===== src/rtl/moving_avg3_pkg.sv =====
// moving_avg3_pkg: shared sample/sum types, FSM states and saturation helpers
// for the 3-tap moving-sum filter path.
package moving_avg3_pkg;
   localparam int SAMPLE_W = 8;
   localparam int SUM_W    = SAMPLE_W + 2;
   typedef logic signed [SAMPLE_W-1:0] sample_t;
   typedef logic signed [SUM_W-1:0]    sum_t;
   typedef logic signed [SUM_W:0]      diff_t;
   typedef enum logic {RUN = 1'b0, FAULT = 1'b1} state_t;
   localparam sample_t SAMPLE_MAX = sample_t'({1'b0, {(SAMPLE_W-1){1'b1}}});
   localparam sample_t SAMPLE_MIN = sample_t'({1'b1, {(SAMPLE_W-1){1'b0}}});
   localparam diff_t   DIFF_MAX   = diff_t'(SAMPLE_MAX);
   localparam diff_t   DIFF_MIN   = diff_t'(SAMPLE_MIN);
   function automatic logic out_of_range(input diff_t d);
      return (d > DIFF_MAX) || (d < DIFF_MIN);
   endfunction
   function automatic sample_t sat_sample(input diff_t d);
      return (d > DIFF_MAX) ? SAMPLE_MAX : (d < DIFF_MIN) ? SAMPLE_MIN : sample_t'(d);
   endfunction
endpackage


===== src/rtl/moving_sum3_decoder_if.sv =====
// moving_sum3_decoder_if: sum-in / sample-out valid-ready bundle.
// slave  = decoder view (takes sums, produces samples)
// master = source/sink view (drives sums, consumes samples)
interface moving_sum3_decoder_if #(parameter int W = 8, parameter int SW = W + 2);
   logic signed [SW-1:0] sum_i;
   logic                 sum_valid_i;
   logic                 sum_ready_o;
   logic signed [W-1:0]  x_o;
   logic                 x_valid_o;
   logic                 x_ready_i;
   modport slave  (input sum_i, sum_valid_i, x_ready_i, output sum_ready_o, x_o, x_valid_o);
   modport master (output sum_i, sum_valid_i, x_ready_i, input sum_ready_o, x_o, x_valid_o);
endinterface


===== src/rtl/moving_sum3_decoder_hist.sv =====
// moving_sum3_decoder_hist: history shift register (s_prev, x1..x3) for the decoder.
// i_load shifts in a new sum/sample; i_clear zeroes the history. When both are
// set the clear happens first, so only the freshly loaded pair survives.
// Ports: system1000/system1000_rst clock and sync reset, i_clear, i_load,
// i_sum/i_x new sum and reconstructed sample, o_s_prev/o_x3 taps used by the top.
module moving_sum3_decoder_hist
   import moving_avg3_pkg::*;
(
   input  logic    system1000,
   input  logic    system1000_rst,
   input  logic    i_clear,
   input  logic    i_load,
   input  sum_t    i_sum,
   input  sample_t i_x,
   output sum_t    o_s_prev,
   output sample_t o_x3
);
   sum_t    r_s_prev;
   sample_t r_x1, r_x2, r_x3;
   always_ff @(posedge system1000) begin
      if (system1000_rst || (i_clear && !i_load)) begin
         r_s_prev <= '0;
         r_x1     <= '0;
         r_x2     <= '0;
         r_x3     <= '0;
      end else if (i_load) begin
         r_s_prev <= i_sum;
         r_x1     <= i_x;
         r_x2     <= i_clear ? '0 : r_x1;
         r_x3     <= i_clear ? '0 : r_x2;
      end
   end
   assign o_s_prev = r_s_prev;
   assign o_x3     = r_x3;
endmodule


===== src/rtl/moving_sum3_decoder.sv =====
// moving_sum3_decoder: rebuilds x[n] = s[n] - s[n-1] + x[n-3] from a 3-tap sum stream.
// Ports: system1000/system1000_rst clock and sync reset, bus (slave: sum in,
// sample out, valid/ready), clear_i history clear + fault exit, err_o sticky
// range error.
module moving_sum3_decoder
   import moving_avg3_pkg::*;
#(
   parameter int W  = SAMPLE_W,
   parameter int SW = W + 2
)
(
   input  logic                   system1000,
   input  logic                   system1000_rst,
   moving_sum3_decoder_if.slave   bus,
   input  logic                   clear_i,
   output logic                   err_o
);
   logic                 w_accept;
   logic signed [SW-1:0] w_s_prev, w_s_prev_hist;
   logic signed [W-1:0]  w_x3, w_x3_hist, w_xs;
   logic signed [SW:0]   w_d;
   logic                 w_ovf;
   logic signed [W-1:0]  r_x;
   logic                 r_x_valid;
   state_t               r_state;
   assign bus.sum_ready_o = !r_x_valid || bus.x_ready_i;
   assign w_accept        = bus.sum_valid_i && bus.sum_ready_o;
   // A coincident clear means this sample sees an all-zero history.
   assign w_s_prev = clear_i ? '0 : w_s_prev_hist;
   assign w_x3     = clear_i ? '0 : w_x3_hist;
   assign w_d      = (SW+1)'(bus.sum_i) - (SW+1)'(w_s_prev) + (SW+1)'(w_x3);
   assign w_xs     = sat_sample(w_d);
   assign w_ovf    = out_of_range(w_d);
   moving_sum3_decoder_hist u_hist (
      .system1000     (system1000),
      .system1000_rst (system1000_rst),
      .i_clear        (clear_i),
      .i_load         (w_accept),
      .i_sum          (bus.sum_i),
      .i_x            (w_xs),
      .o_s_prev       (w_s_prev_hist),
      .o_x3           (w_x3_hist)
   );
   always_ff @(posedge system1000) begin
      if (system1000_rst) begin
         r_x       <= '0;
         r_x_valid <= 1'b0;
         r_state   <= RUN;
      end else begin
         if (w_accept) begin
            r_x       <= w_xs;
            r_x_valid <= 1'b1;
         end else if (bus.x_ready_i) begin
            r_x_valid <= 1'b0;
         end
         // A new fault outranks a coincident clear.
         if (w_accept && w_ovf)
            r_state <= FAULT;
         else if (clear_i)
            r_state <= RUN;
      end
   end
   assign bus.x_o       = r_x;
   assign bus.x_valid_o = r_x_valid;
   assign err_o         = (r_state == FAULT);
endmodule


===== src/flat_wrapper.sv =====
// flat-port wrapper written by rule: the top's interface ports become plain ports
module moving_sum3_decoder_flat import moving_avg3_pkg::*;
#(
   parameter int W  = SAMPLE_W,
   parameter int SW = W + 2
)
  (system1000, system1000_rst, clear_i, err_o, bus_sum_i, bus_sum_valid_i, bus_x_ready_i, bus_sum_ready_o, bus_x_o, bus_x_valid_o);
  moving_sum3_decoder_if #(.W(W), .SW(SW)) bus_i ();
  input  logic system1000;
  input  logic system1000_rst;
  input  logic clear_i;
  output logic err_o;
  input wire logic [$bits(bus_i.sum_i)-1:0] bus_sum_i;
  input wire logic [$bits(bus_i.sum_valid_i)-1:0] bus_sum_valid_i;
  input wire logic [$bits(bus_i.x_ready_i)-1:0] bus_x_ready_i;
  output wire logic [$bits(bus_i.sum_ready_o)-1:0] bus_sum_ready_o;
  output wire logic [$bits(bus_i.x_o)-1:0] bus_x_o;
  output wire logic [$bits(bus_i.x_valid_o)-1:0] bus_x_valid_o;
  assign bus_i.sum_i = bus_sum_i;
  assign bus_i.sum_valid_i = bus_sum_valid_i;
  assign bus_i.x_ready_i = bus_x_ready_i;
  assign bus_sum_ready_o = bus_i.sum_ready_o;
  assign bus_x_o = bus_i.x_o;
  assign bus_x_valid_o = bus_i.x_valid_o;
  moving_sum3_decoder #(.W(W), .SW(SW)) u_core (.system1000(system1000), .system1000_rst(system1000_rst), .bus(bus_i), .clear_i(clear_i), .err_o(err_o));
endmodule

===== config.mk =====
export PLATFORM = sky130hd
export DESIGN_NAME = moving_sum3_decoder_flat
export DESIGN_NICKNAME = d
export VERILOG_FILES = /design/src/rtl/moving_avg3_pkg.sv /design/src/rtl/moving_sum3_decoder_if.sv /design/src/rtl/moving_sum3_decoder_hist.sv /design/src/rtl/moving_sum3_decoder.sv /design/src/flat_wrapper.sv
export SDC_FILE = /design/constraint.sdc
export NUM_CORES = 1
export LEC_CHECK = 0
export CORE_ASPECT_RATIO = 1.25
export CORE_UTILIZATION = 60
export CTS_CLUSTER_DIAMETER = 150
export DETAILED_ROUTE_END_ITERATION = 16
export PLACE_DENSITY_LB_ADDON = 0.2
export SLEW_MARGIN = 20
export SYNTH_ARGS = -nofsm -noshare
export SYNTH_HDL_FRONTEND = slang
export SYNTH_HIERARCHICAL = 1
export SYNTH_SLANG_ARGS = --single-unit

===== constraint.sdc =====
create_clock -name system1000 -period 7.16 [get_ports system1000]
set_input_delay 1.79 -clock system1000 [delete_from_list [all_inputs] [get_ports system1000]]
set_output_delay 1.79 -clock system1000 [all_outputs]
set_load 0.005 [all_outputs]

### Word level (Yosys, flattened, before mapping)

Index checks and enable logic that the tools add are counted.

* add/subtract/negate cells: 2
* order comparisons: 2
* muxes and demuxes: 10
* reduce and logical (&&, ||, !) cells: 10

Operators by type and width (number)
* $mux W8: 5
* $add A11 B8 Y11: 1
* $gt A11 B8 Y1 const B: 1
* $lt A11 B8 Y1 const B: 1
* $sub A10 B10 Y11: 1
* $mux W10: 1
* $mux W1: 4
* $reduce_bool A2 Y1: 2
* $logic_and A1 B1 Y1: 3
* $logic_or A1 B1 Y1: 3
* $logic_not A1 Y1: 2

* register bits: 44
* input bits: 15
* output and inout bits: 11
* logic and storage cells: 31

### Longest topological paths before layout

Gate-level depths: netlist of the first run.

* word-level depth: 7
* mapped depth: 18
* mapped depth without buffers: 16

### Hierarchy

Netlist of the first run, hierarchy kept.

By module, submodules not included
* moving_sum3_decoder_hist: instances 1, cells each 133, area each 1387.6 um^2, seq. area each 680.7 um^2
* moving_sum3_decoder: instances 1, cells each 173, area each 1348.8 um^2, seq. area each 200.2 um^2

### Worst setup path after synthesis of the first run

OpenSTA, ideal clock, no wires.

* path type: input -> register
* from: input port clear_i
* to: register u_core.r_x[3], in the netlist u_core/bus.x_o[3]
* setup time: 0.117 ns
* arrival time: 4.796 ns
* required time: 7.043 ns
* path slack: 2.248 ns
* cell stages on the path: 14
* path buffers: 2
* path through: clkbuf_1 nand2b_1 fa_1 inv_1 fa_1 and2b_1 o2111ai_2 and2_4 a311o_1 or3_1 buf_2 a21oi_1 nor2_1 a22o_1

* longest elaborated chain between the ends: 6
* elaborated cells between the ends (all ways): 8
* those cells by class: 2 x add/sub; 2 x order compare; 4 x mux

RTL lines
* start, declared: RTL line flat_wrapper.sv:11 `input logic clear_i;`
* $mux W10: RTL line moving_sum3_decoder.sv:29 `assign w_s_prev = clear_i ? '0 : w_s_prev_hist;`
* $sub A10 B10 Y11: RTL line moving_sum3_decoder.sv:31 `assign w_d = (SW+1)'(bus.sum_i) - (SW+1)'(w_s_prev) + (SW+1)'(w_x3);`
* $add A11 B8 Y11 (*): RTL line moving_sum3_decoder.sv:31
* $lt A11 B8 Y1: RTL line moving_avg3_pkg.sv:18 `return (d > DIFF_MAX) ? SAMPLE_MAX : (d < DIFF_MIN) ? SAMPLE_MIN : sample_t'(d);`
* $mux W8: RTL line moving_avg3_pkg.sv:18
* $mux W8 (*): RTL line moving_avg3_pkg.sv:18
* net u_core.w_xs[3]: RTL line moving_sum3_decoder.sv:20 `logic signed [W-1:0] w_x3, w_x3_hist, w_xs;`
* end signal, assigned: RTL line moving_sum3_decoder.sv:51 `r_x <= w_xs;`
* end, declared: RTL line moving_sum3_decoder.sv:23 `logic signed [W-1:0] r_x;`

Mark *: on every way through the listed nets, which the timed path passes. The rest lies on a longest branch.
A chain may end at the register's enable or synchronous reset.

### Final worst setup path of the first run

* from: input port clear_i
* to: register u_core.u_hist.r_x1[4]

* longest elaborated chain between the ends: 6
* elaborated cells between the ends (all ways): 10
* those cells by class: 2 x add/sub; 2 x order compare; 4 x mux; 2 x reduce/logical

RTL lines
* $mux W10: RTL line moving_sum3_decoder.sv:29
* $sub A10 B10 Y11: RTL line moving_sum3_decoder.sv:31
* $add A11 B8 Y11 (*): RTL line moving_sum3_decoder.sv:31
* $lt A11 B8 Y1: RTL line moving_avg3_pkg.sv:18
* $mux W8: RTL line moving_avg3_pkg.sv:18
* $mux W8 (*): RTL line moving_avg3_pkg.sv:18
* net u_core.w_xs[4]: RTL line moving_sum3_decoder.sv:20
* end signal, assigned: RTL line moving_sum3_decoder_hist.sv:28 `r_x1 <= i_x;`
* end, declared: RTL line moving_sum3_decoder_hist.sv:19 `sample_t r_x1, r_x2, r_x3;`

Marked as above.

==> results of run 1 <==
-- area by class of cell --
cell class | instances | area, um^2 | area share (%)
timing repair buffer | 28 | 273 | 8.89
inverter | 43 | 161 | 5.26
multi-input combinational | 202 | 1580 | 51.6
clock buffer | 5 | 68.8 | 2.24
tap | 58 | 72.6 | 2.36
sequential | 44 | 881 | 28.7
clock inverter | 1 | 30.0 | 0.978
-- cells in the mapped netlist (2+ instances only) --
library cell   n
dfxtp_1       44
o32ai_2       14
fa_1          10
or3_1          2
inv_1         42
nand2b_1      10
a21oi_1       12
ha_1          11
o21a_1         5
mux2i_1       16
clkbuf_1       3
a211oi_1       2
buf_6          5
nor2b_1       12
nor2_1        37
o21ai_0        6
nand3_1        7
nand2_1       23
xnor2_1        6
o32ai_1        4
a22o_1         3
nor3b_1        2
buf_2          8
a31oi_1        2
-- state kept, by name, indices dropped and copies added, names as in the netlist --
signal / count
u_core/u_hist/r_x2: 8
u_core/u_hist/o_s_prev: 10
u_core/bus.x_o: 8
u_core/bus.x_valid_o: 1
u_core/u_hist/o_x3: 8
u_core/u_hist/r_x1: 8
u_core/err_o: 1
-- logic make-up after synthesis --
group / count (synthesis) / share of synthesized area (%)
AOI/OAI and AO/OA: 58 / 19.8
and+or+nand+nor: 100 / 17.3
xor gates and xnor gates: 7 / 2.52
DFF: 44 / 32.2
muxes: 16 / 5.85
adders and majority gates: 21 / 12.3
buffers and inverters: 60 / 9.97
-- critical path, stage by stage --
cell and delay (ns):
clkdlybuf4s50_1 0.75, nand2b_1 0.33, fa_1 0.54, inv_1 0.07
fa_1 0.46, and2b_1 0.26, o2111ai_2 0.14, and2_4 0.20
a311o_1 0.35, or3_1 0.40, a21oi_1 0.20, nor2_1 0.08
nand2_1 0.11, o32ai_2 0.09
-- power groups by stage --
| stage | Combinational [uW] | Clock [uW] | Sequential (uW) |
|---|---|---|---|
| after floorplan | 156 | 0 | 278 |
| after global placement | 202 | 0 | 280 |
| after detailed placement | 205 | 0 | 280 |
| after CTS | 206 | 185 | 274 |
| after global routing | 229 | 194 | 276 |
| final | 207 | 181 | 274 |
-- stage by stage --
| step | total power (uW) | hold WS (ns) | util [%] | cell area [um^2] |
|---|---|---|---|---|
| final | 662 | 0.487 | 69.9 | 3070 |
| after global placement | 481 | 0.468 | 67.6 | 2970 |
| after detailed placement | 485 | 0.481 | 67.6 | 2970 |
| after global routing | 700 | 0.509 | 69.9 | 3070 |
| after floorplan | 434 | 0.446 | - | 2740 |
| after CTS | 666 | 0.491 | 69.9 | 3070 |
-- layer usage --
metal  up-vias  global-route usage, %  part of all wire [%]
met4         0                   8.84                   1.4
met3         9                   3.97                   4.1
met1       971                   31.5                    46
met5         -                      0                     0
li1       1054                      -                     -
met2        47                   38.4                    49
-- worst paths after layout --
path                                                from                                endpoint
setup / recovery                                 clear_i      u_core/u_hist/r_x1[4]$_SDFFE_PP0P_
hold / removal    u_core/u_hist/o_s_prev[5]$_SDFFE_PP0P_  u_core/u_hist/o_s_prev[5]$_SDFFE_PP0P_
setup reg to reg      u_core/u_hist/o_x3[1]$_SDFFE_PP0P_      u_core/u_hist/r_x1[4]$_SDFFE_PP0P_
hold reg to reg   u_core/u_hist/o_s_prev[5]$_SDFFE_PP0P_  u_core/u_hist/o_s_prev[5]$_SDFFE_PP0P_
==> results.json, run 1 <==
{
  "status": "complete, no violations",
  "die_width_um": 62.4,
  "yosysTopAreaCell": "dfxtp_1",
  "rsz0062_at_grt": "false",
  "ys_seq_area_share_pct": 32.2,
  "ys_ff_latch": 44,
  "internal_power_uw": 457,
  "n_fill_cell": 353,
  "reg2reg_depth": 13,
  "ys_warn_count": 6,
  "path_class": "input pin to flip-flop",
  "route.vias.total": 2081,
  "setup_ws_ns": 1.54,
  "irDropWorstVdd_mv": 0.146,
  "synth_cells": 306,
  "gp_congestion": 0.861,
  "cts_made_buffers": 5,
  "htreeDepth": 2,
  "cts_tree": "done",
  "p_leak_uw": 0.00122,
  "p_sw_share_pct": 31.1,
  "fin_cells": 381,
  "cp.arrival_ns": 5.78,
  "avgSynthCellArea_um2": 8.94,
  "fmax_mhz": 178,
  "synthesis.area_um2": 2740,
  "diodes": 0,
  "clock_skew_ns": 0.00219,
  "required_ns": 7.33,
  "numPortBuffers": 25,
  "dp_slack_ns": 1.25,
  "synth_nets": 342,
  "hold_viol": 0,
  "drive_above_1_share_pct": 9.91,
  "synth_edf_count": 0,
  "num_rows": 27,
  "max_cap_viol_count": 0,
  "whs_path_depth": 2,
  "ant_nets": 0,
  "async_reset_ff_share_pct": 0,
  "setup_violations": 0,
  "finalSetupTns_ns": 0,
  "cts_resized": 0,
  "first_iter_violations": 86,
  "wl_per_cell_um": 14.1,
  "grt-ovfl-total": 0,
  "grt_start_max_net_pins": 44,
  "startpoint_type": "input pin",
  "slew_headroom_pct": 55.9,
  "die_area_um2": 4840,
  "drc_errors": 0,
  "initial_core_util_pct": 62.3,
  "die_y_um": 77.5,
  "grt_pass1_wl_mm": 9.13,
  "path_max_fanout": 20,
  "clock_sinks": 44,
  "synthTopCellsByArea": "dfxtp_1 (32%), o32ai_2 (8.3%), fa_1 (7.3%)",
  "first_pass_iters": 4,
  "grt_pass1_vias": 2023,
  "comb_power_share_pct": 31.3,
  "ctsHoldBuffers": 0,
  "wl_mm": 5.39,
  "final_nets": 360,
  "p_clk_share_pct": 27.3,
  "dp.final_hpwl_mm": 3.97,
  "clk_pin_slew_ns": 0.08,
  "core_area_um2": 4390,
  "layout_common_cells": "dfxtp_1 (44), inv_1 (42), nor2_1 (37)",
  "clk_latency_ns": 0.29,
  "hp-class": "flip-flop to flip-flop",
  "place_inst": 375,
  "grt_antenna_before_repair": 0,
  "end_kind": "flip-flop",
  "yosysTopAreaCellShare_pct": 32.2,
  "maxSlewViolCount": 0,
  "p_seq_share_pct": 41.4,
  "post-cts-setup-buffers": 0,
  "layout_worst_path_cycle_share_pct": 78.4,
  "finalCriticalPeriod_ns": 5.62,
  "clockBufferDepth": 2,
  "io_pins": 26,
  "yosysUniqueCellTypes": 44,
  "via_per_inst": 5.46,
  "ys.flop_type": "dfxtp_1",
  "powerDensity_nw_per_um2": 216,
  "rrSetupSlack_ns": 3.67,
  "area_growth_pct": 12.2,
  "layout_commonest_cell": "dfxtp_1",
  "worst_pin_slew_ns": 0.659,
  "grt_usage_pct": 23.7,
  "root_buffer": "clkbuf_8",
  "p_switching_uw": 206
}
No activity file was read; power rests on OpenSTA's default activity.
==> run 2, diff against run 1 <==
--- a/config.mk
+++ b/config.mk
@@ -6,7 +6,7 @@
 export NUM_CORES = 1
 export LEC_CHECK = 0
 export CORE_ASPECT_RATIO = 1.25
-export CORE_UTILIZATION = 60
+export CORE_UTILIZATION = 57
 export CTS_CLUSTER_DIAMETER = 150
 export DETAILED_ROUTE_END_ITERATION = 16
 export PLACE_DENSITY_LB_ADDON = 0.2
==> constraint.sdc (replaced) <==
create_clock -name system1000 -period 5.55 [get_ports system1000]
set_input_delay 1.3875 -clock system1000 [delete_from_list [all_inputs] [get_ports system1000]]
set_output_delay 1.3875 -clock system1000 [all_outputs]
set_load 0.005 [all_outputs]
==> run 2 against run 1 <==
Compared with the run above: critical endpoint is now u_core/u_hist/r_x1[3]$_SDFFE_PP0P_; sequential power increased by 29%; largest power group unchanged; first-iteration DRC count decreased by 37%; clock power increased by 28%; worst setup slack got worse by 0.99 ns; hold slack got worse by 0.0078 ns; final area increased by 0.49%.
==> results.json, run 2 (synthesis results as in run 1) <==
{
  "gp_congestion": 0.852,
  "num_rows": 27,
  "place_inst": 377,
  "final_nets": 362,
  "crit_chain": "clkdlybuf4s50_1 > nand2b_1 > fa_1 > inv_1 > fa_1 > and2b_1 > o2111ai_2 > and2_4 > a311o_1 > or3_1 > a21oi_1 > nor2_1 > nand2_1 > o32ai_2",
  "required_ns": 5.71,
  "grt_pass1_vias": 1986,
  "grt_antenna_before_repair": 0,
  "grt_pass1_wl_mm": 9.07,
  "cts_resized": 0,
  "route.vias.total": 2077,
  "initial_core_util_pct": 60.9,
  "clock_skew_ns": 0.00705,
  "cp.arrival_ns": 5.15,
  "first_pass_iters": 4,
  "cp-startpoint": "clear_i",
  "rsz0062_at_grt": "false",
  "io_pins": 26,
  "post-cts-setup-buffers": 0,
  "clock_sinks": 44,
  "dp_slack_ns": 0.258,
  "die_area_um2": 5080,
  "grt_usage_pct": 23.2,
  "finalSetupTns_ns": 0,
  "clockBufferDepth": 2,
  "p_leak_uw": 0.00123,
  "ant_nets": 0,
  "layout_worst_path_cycle_share_pct": 90.0,
  "htreeDepth": 2,
  "core_area_um2": 4490,
  "reg2reg_from": "u_core/u_hist/o_x3[1]$_SDFFE_PP0P_",
  "path_class": "input pin to flip-flop",
  "setup_ws_ns": 0.557,
  "numPortBuffers": 25,
  "critPathSlowestCell": "clkdlybuf4s50_1",
  "setup_violations": 0,
  "grt_start_max_net_pins": 41,
  "clk_pin_slew_ns": 0.08,
  "finalCriticalPeriod_ns": 4.99,
  "startpoint_type": "input pin",
  "area_growth_pct": 12.7,
  "maxSlewViolCount": 0,
  "layout_common_cells": "dfxtp_1 (44), inv_1 (42), nor2_1 (37)",
  "dp.final_hpwl_mm": 3.88,
  "fmax_mhz": 200,
  "hp-class": "flip-flop to flip-flop",
  "max_cap_viol_count": 0,
  "diodes": 0,
  "wl_mm": 5.33,
  "status": "complete, no violations",
  "cts_tree": "done",
  "max_stage_delay_ns": 0.62,
  "largest_reg_flops": 10,
  "root_buffer": "clkbuf_8",
  "holdCritStartpoint": "u_core/u_hist/o_s_prev[4]$_SDFFE_PP0P_",
  "critPathMostFrequentCell": "fa_1",
  "n_fill_cell": 368,
  "powerDensity_nw_per_um2": 277,
  "die_width_um": 64.0,
  "path_max_fanout": 11,
  "ctsHoldBuffers": 0,
  "first_iter_violations": 54,
  "end_kind": "flip-flop",
  "clk_latency_ns": 0.30,
  "wl_per_cell_um": 13.9,
  "grt-ovfl-total": 0,
  "hold_viol": 0,
  "fin_util_pct": 68.6,
  "drive_above_1_share_pct": 10.5,
  "layout_commonest_cell": "dfxtp_1",
  "worst_pin_slew_ns": 0.793,
  "irDropWorstVdd_mv": 0.245,
  "via_per_inst": 5.42,
  "drc_errors": 0,
  "whs_ns": 0.479,
  "cts_made_buffers": 5,
  "fin_cells": 383,
  "slew_headroom_pct": 47.1,
  "die_y_um": 79.5
}
## run 2: final timing paths
check,slack [ns],end,depth (start not counted)
setup / recovery,0.56,u_core/u_hist/r_x1[3]$_SDFFE_PP0P_,14
hold / removal,0.48,u_core/u_hist/o_s_prev[4]$_SDFFE_PP0P_,2
setup reg to reg,2.10,u_core/u_hist/r_x1[3]$_SDFFE_PP0P_,13
hold reg to reg,0.48,u_core/u_hist/o_s_prev[4]$_SDFFE_PP0P_,2
## run 2: final cells by class
| type | count | area [um^2] | area share, % |
|---|---|---|---|
| Multi-Input combinational cell | 202 | 1580 | 51.3 |
| Sequential cell | 44 | 881 | 28.6 |
| Timing Repair Buffer | 30 | 288 | 9.33 |
| Inverter | 43 | 161 | 5.23 |
| Tap cell | 58 | 72.6 | 2.35 |
| Clock buffer | 5 | 68.8 | 2.23 |
| Clock inverter | 1 | 30.0 | 0.974 |
## run 2: per-layer routing
metal  track usage, %  share of wire (%)  vias up
met2             38.4                 49       29
met4             6.82                1.2        0
met3             4.71                2.5        5
met5                0                  0        -
met1             30.3                 48      984
li1                 -                  -     1059
## run 2: worst max-delay path: cells and delay by family
family | cells | cell delay [ns]
adders and majority gates | 2 | 0.99
AOI/OAI and AO/OA | 4 | 0.78
buffers and inverters | 2 | 0.69
and+or+nand+nor | 6 | 1.30
## run 2: per-stage QoR
stage	power (uW)	area, um^2
5_1_grt	908	3080
3_3_place_gp	626	2990
4_1_cts	860	3080
3_5_place_dp	628	2990
6_report	854	3080
2_1_floorplan	560	2740
## run 2: power by group
part / switching [uW] / internal [uW] / total, uW
Combinational: 146 / 123 / 269
Clock: 102 / 129 / 231
Sequential: 13.6 / 340 / 354
==> run 3, diff against run 2 <==
--- a/config.mk
+++ b/config.mk
@@ -5,8 +5,9 @@
 export SDC_FILE = /design/constraint.sdc
 export NUM_CORES = 1
 export LEC_CHECK = 0
+export CAP_MARGIN = 20
 export CORE_ASPECT_RATIO = 1.25
-export CORE_UTILIZATION = 57
+export CORE_UTILIZATION = 50
 export CTS_CLUSTER_DIAMETER = 150
 export DETAILED_ROUTE_END_ITERATION = 16
 export PLACE_DENSITY_LB_ADDON = 0.2
==> constraint.sdc (replaced) <==
create_clock -name system1000 -period 6.1 [get_ports system1000]
set_input_delay 1.525 -clock system1000 [delete_from_list [all_inputs] [get_ports system1000]]
set_output_delay 1.525 -clock system1000 [all_outputs]
set_load 0.005 [all_outputs]
==> run 3 against run 2 <==
Compared with the run above: clock-buffer cell count is 1 higher; die area is 14% higher; non-clock buffer count is 1 lower; largest cell class unchanged; largest power group unchanged.
==> results.json, run 3 (synthesis results as in run 1) <==
{
  "status": "complete, no violations",
  "max_stage_delay_ns": 0.66,
  "worst_pin_slew_ns": 0.724,
  "first_iter_violations": 103,
  "rsz0062_at_grt": "false",
  "clockBufferDepth": 2,
  "ant_nets": 0,
  "path_max_fanout": 15,
  "root_buffer": "clkbuf_8",
  "io_pins": 26,
  "maxSlewViolCount": 0,
  "wl_mm": 5.55,
  "gp_congestion": 0.849,
  "critPathMostFrequentCell": "fa_1",
  "cts_resized": 0,
  "critPathSlowestCell": "clkdlybuf4s50_1",
  "drc_errors": 0,
  "hold_viol": 0,
  "finalSetupTns_ns": 0,
  "startpoint_type": "input pin",
  "setup_violations": 0,
  "ctsHoldBuffers": 0,
  "clk_latency_ns": 0.30,
  "fmax_mhz": 193,
  "irDropWorstVdd_mv": 0.158,
  "die_area_um2": 5770,
  "wl_per_cell_um": 14.3,
  "diodes": 0,
  "first_pass_iters": 4,
  "grt_antenna_before_repair": 0,
  "hp-class": "flip-flop to flip-flop",
  "crit_chain": "clkdlybuf4s50_1 > nand2b_1 > fa_1 > inv_1 > fa_1 > and2b_1 > o2111ai_2 > and2_4 > a311o_1 > or3_1 > a21oi_1 > nor2_1 > a22o_1",
  "end_kind": "flip-flop",
  "path_class": "input pin to flip-flop",
  "initial_core_util_pct": 52.7,
  "via_per_inst": 5.47,
  "drive_above_1_share_pct": 10.7,
  "area_growth_pct": 13.4,
  "slew_headroom_pct": 51.7,
  "powerDensity_nw_per_um2": 259,
  "numPortBuffers": 25,
  "setup_ws_ns": 0.918,
  "dp_slack_ns": 0.618,
  "dp.final_hpwl_mm": 4.07,
  "cts_made_buffers": 5,
  "grt_start_max_net_pins": 32,
  "finalCriticalPeriod_ns": 5.18,
  "largest_reg_flops": 10,
  "cp.arrival_ns": 5.38,
  "n_fill_cell": 465,
  "max_cap_viol_count": 0,
  "grt_pass1_wl_mm": 9.65,
  "cts_tree": "done",
  "layout_commonest_cell": "dfxtp_1",
  "layout_worst_path_cycle_share_pct": 85.0,
  "grt_pass1_vias": 2051,
  "clk_pin_slew_ns": 0.08,
  "clock_skew_ns": 0.0115,
  "required_ns": 6.30,
  "core_area_um2": 5190,
  "layout_common_cells": "dfxtp_1 (44), inv_1 (42), nor2_1 (37)",
  "post-cts-setup-buffers": 0,
  "final_nets": 361,
  "num_rows": 29,
  "grt-ovfl-total": 0,
  "htreeDepth": 2,
  "route.vias.total": 2123,
  "p_leak_uw": 0.00123,
  "clock_sinks": 44,
  "grt_usage_pct": 21.8,
  "die_y_um": 84.7,
  "die_width_um": 68.2
}
## run 3: changes by cell type in the layout (fill, tap and decap cells not counted), sizes merged
cell,before,now
clkbuf,5,6
buf,5,4
clkinv,0,1
## run 3: metrics by stage
step | utilization [%] | hold slack, ns | cell area (um^2) | instances | total power, uW
3_5_place_dp | 57.5 | 0.470 | 2980 | 380 | 571
5_1_grt | 59.8 | 0.506 | 3100 | 388 | 853
2_1_floorplan | - | 0.446 | 2740 | 306 | 509
6_report | 59.8 | 0.480 | 3100 | 388 | 804
4_1_cts | 59.8 | 0.483 | 3100 | 388 | 813
3_3_place_gp | 57.5 | 0.464 | 2980 | 380 | 568
## run 3: layer usage
metal / global-route usage [%] / up-vias / share of wire, %
met5: 0 / - / 0
met2: 33.9 / 25 / 49
li1: - / 1063 / -
met4: 6.25 / 0 / 1.3
met3: 3.53 / 6 / 2.8
met1: 30.7 / 1029 / 47
## run 3: path summary, 6_finish.rpt
path | cells past startpoint | from | slack (ns) | to
hold reg to reg | 2 | u_core/u_hist/r_x1[7]$_SDFFE_PP0P_ | 0.48 | u_core/u_hist/r_x1[7]$_SDFFE_PP0P_
setup / recovery | 13 | clear_i | 0.92 | u_core/bus.x_o[3]$_SDFFE_PP0P_
setup reg to reg | 12 | u_core/u_hist/o_x3[1]$_SDFFE_PP0P_ | 2.66 | u_core/bus.x_o[3]$_SDFFE_PP0P_
hold / removal | 2 | u_core/u_hist/r_x1[7]$_SDFFE_PP0P_ | 0.48 | u_core/u_hist/r_x1[7]$_SDFFE_PP0P_
## run 3: final cells by class
class / instances / area, um^2 / area share [%]
clock inverters: 2 / 38.8 / 1.25
inverters: 43 / 161 / 5.20
flip-flops and latches: 44 / 881 / 28.4
clock buffers: 6 / 82.6 / 2.66
multi-input cells: 202 / 1580 / 51.0
well taps: 62 / 77.6 / 2.50
repair buffers: 29 / 280 / 9.03
## run 3: critical path, delay by kind of cell
family          cells  cell delay, ns
compound gates      4            0.89
buf+inv             2            0.73
simple gates        5            1.24
fa+ha+maj           2            0.98
## run 3: report_power, final
part           total, uW  internal (uW)  switching, uW
combinational        244            109            135
sequential           322            310           12.6
clock                238            134            104
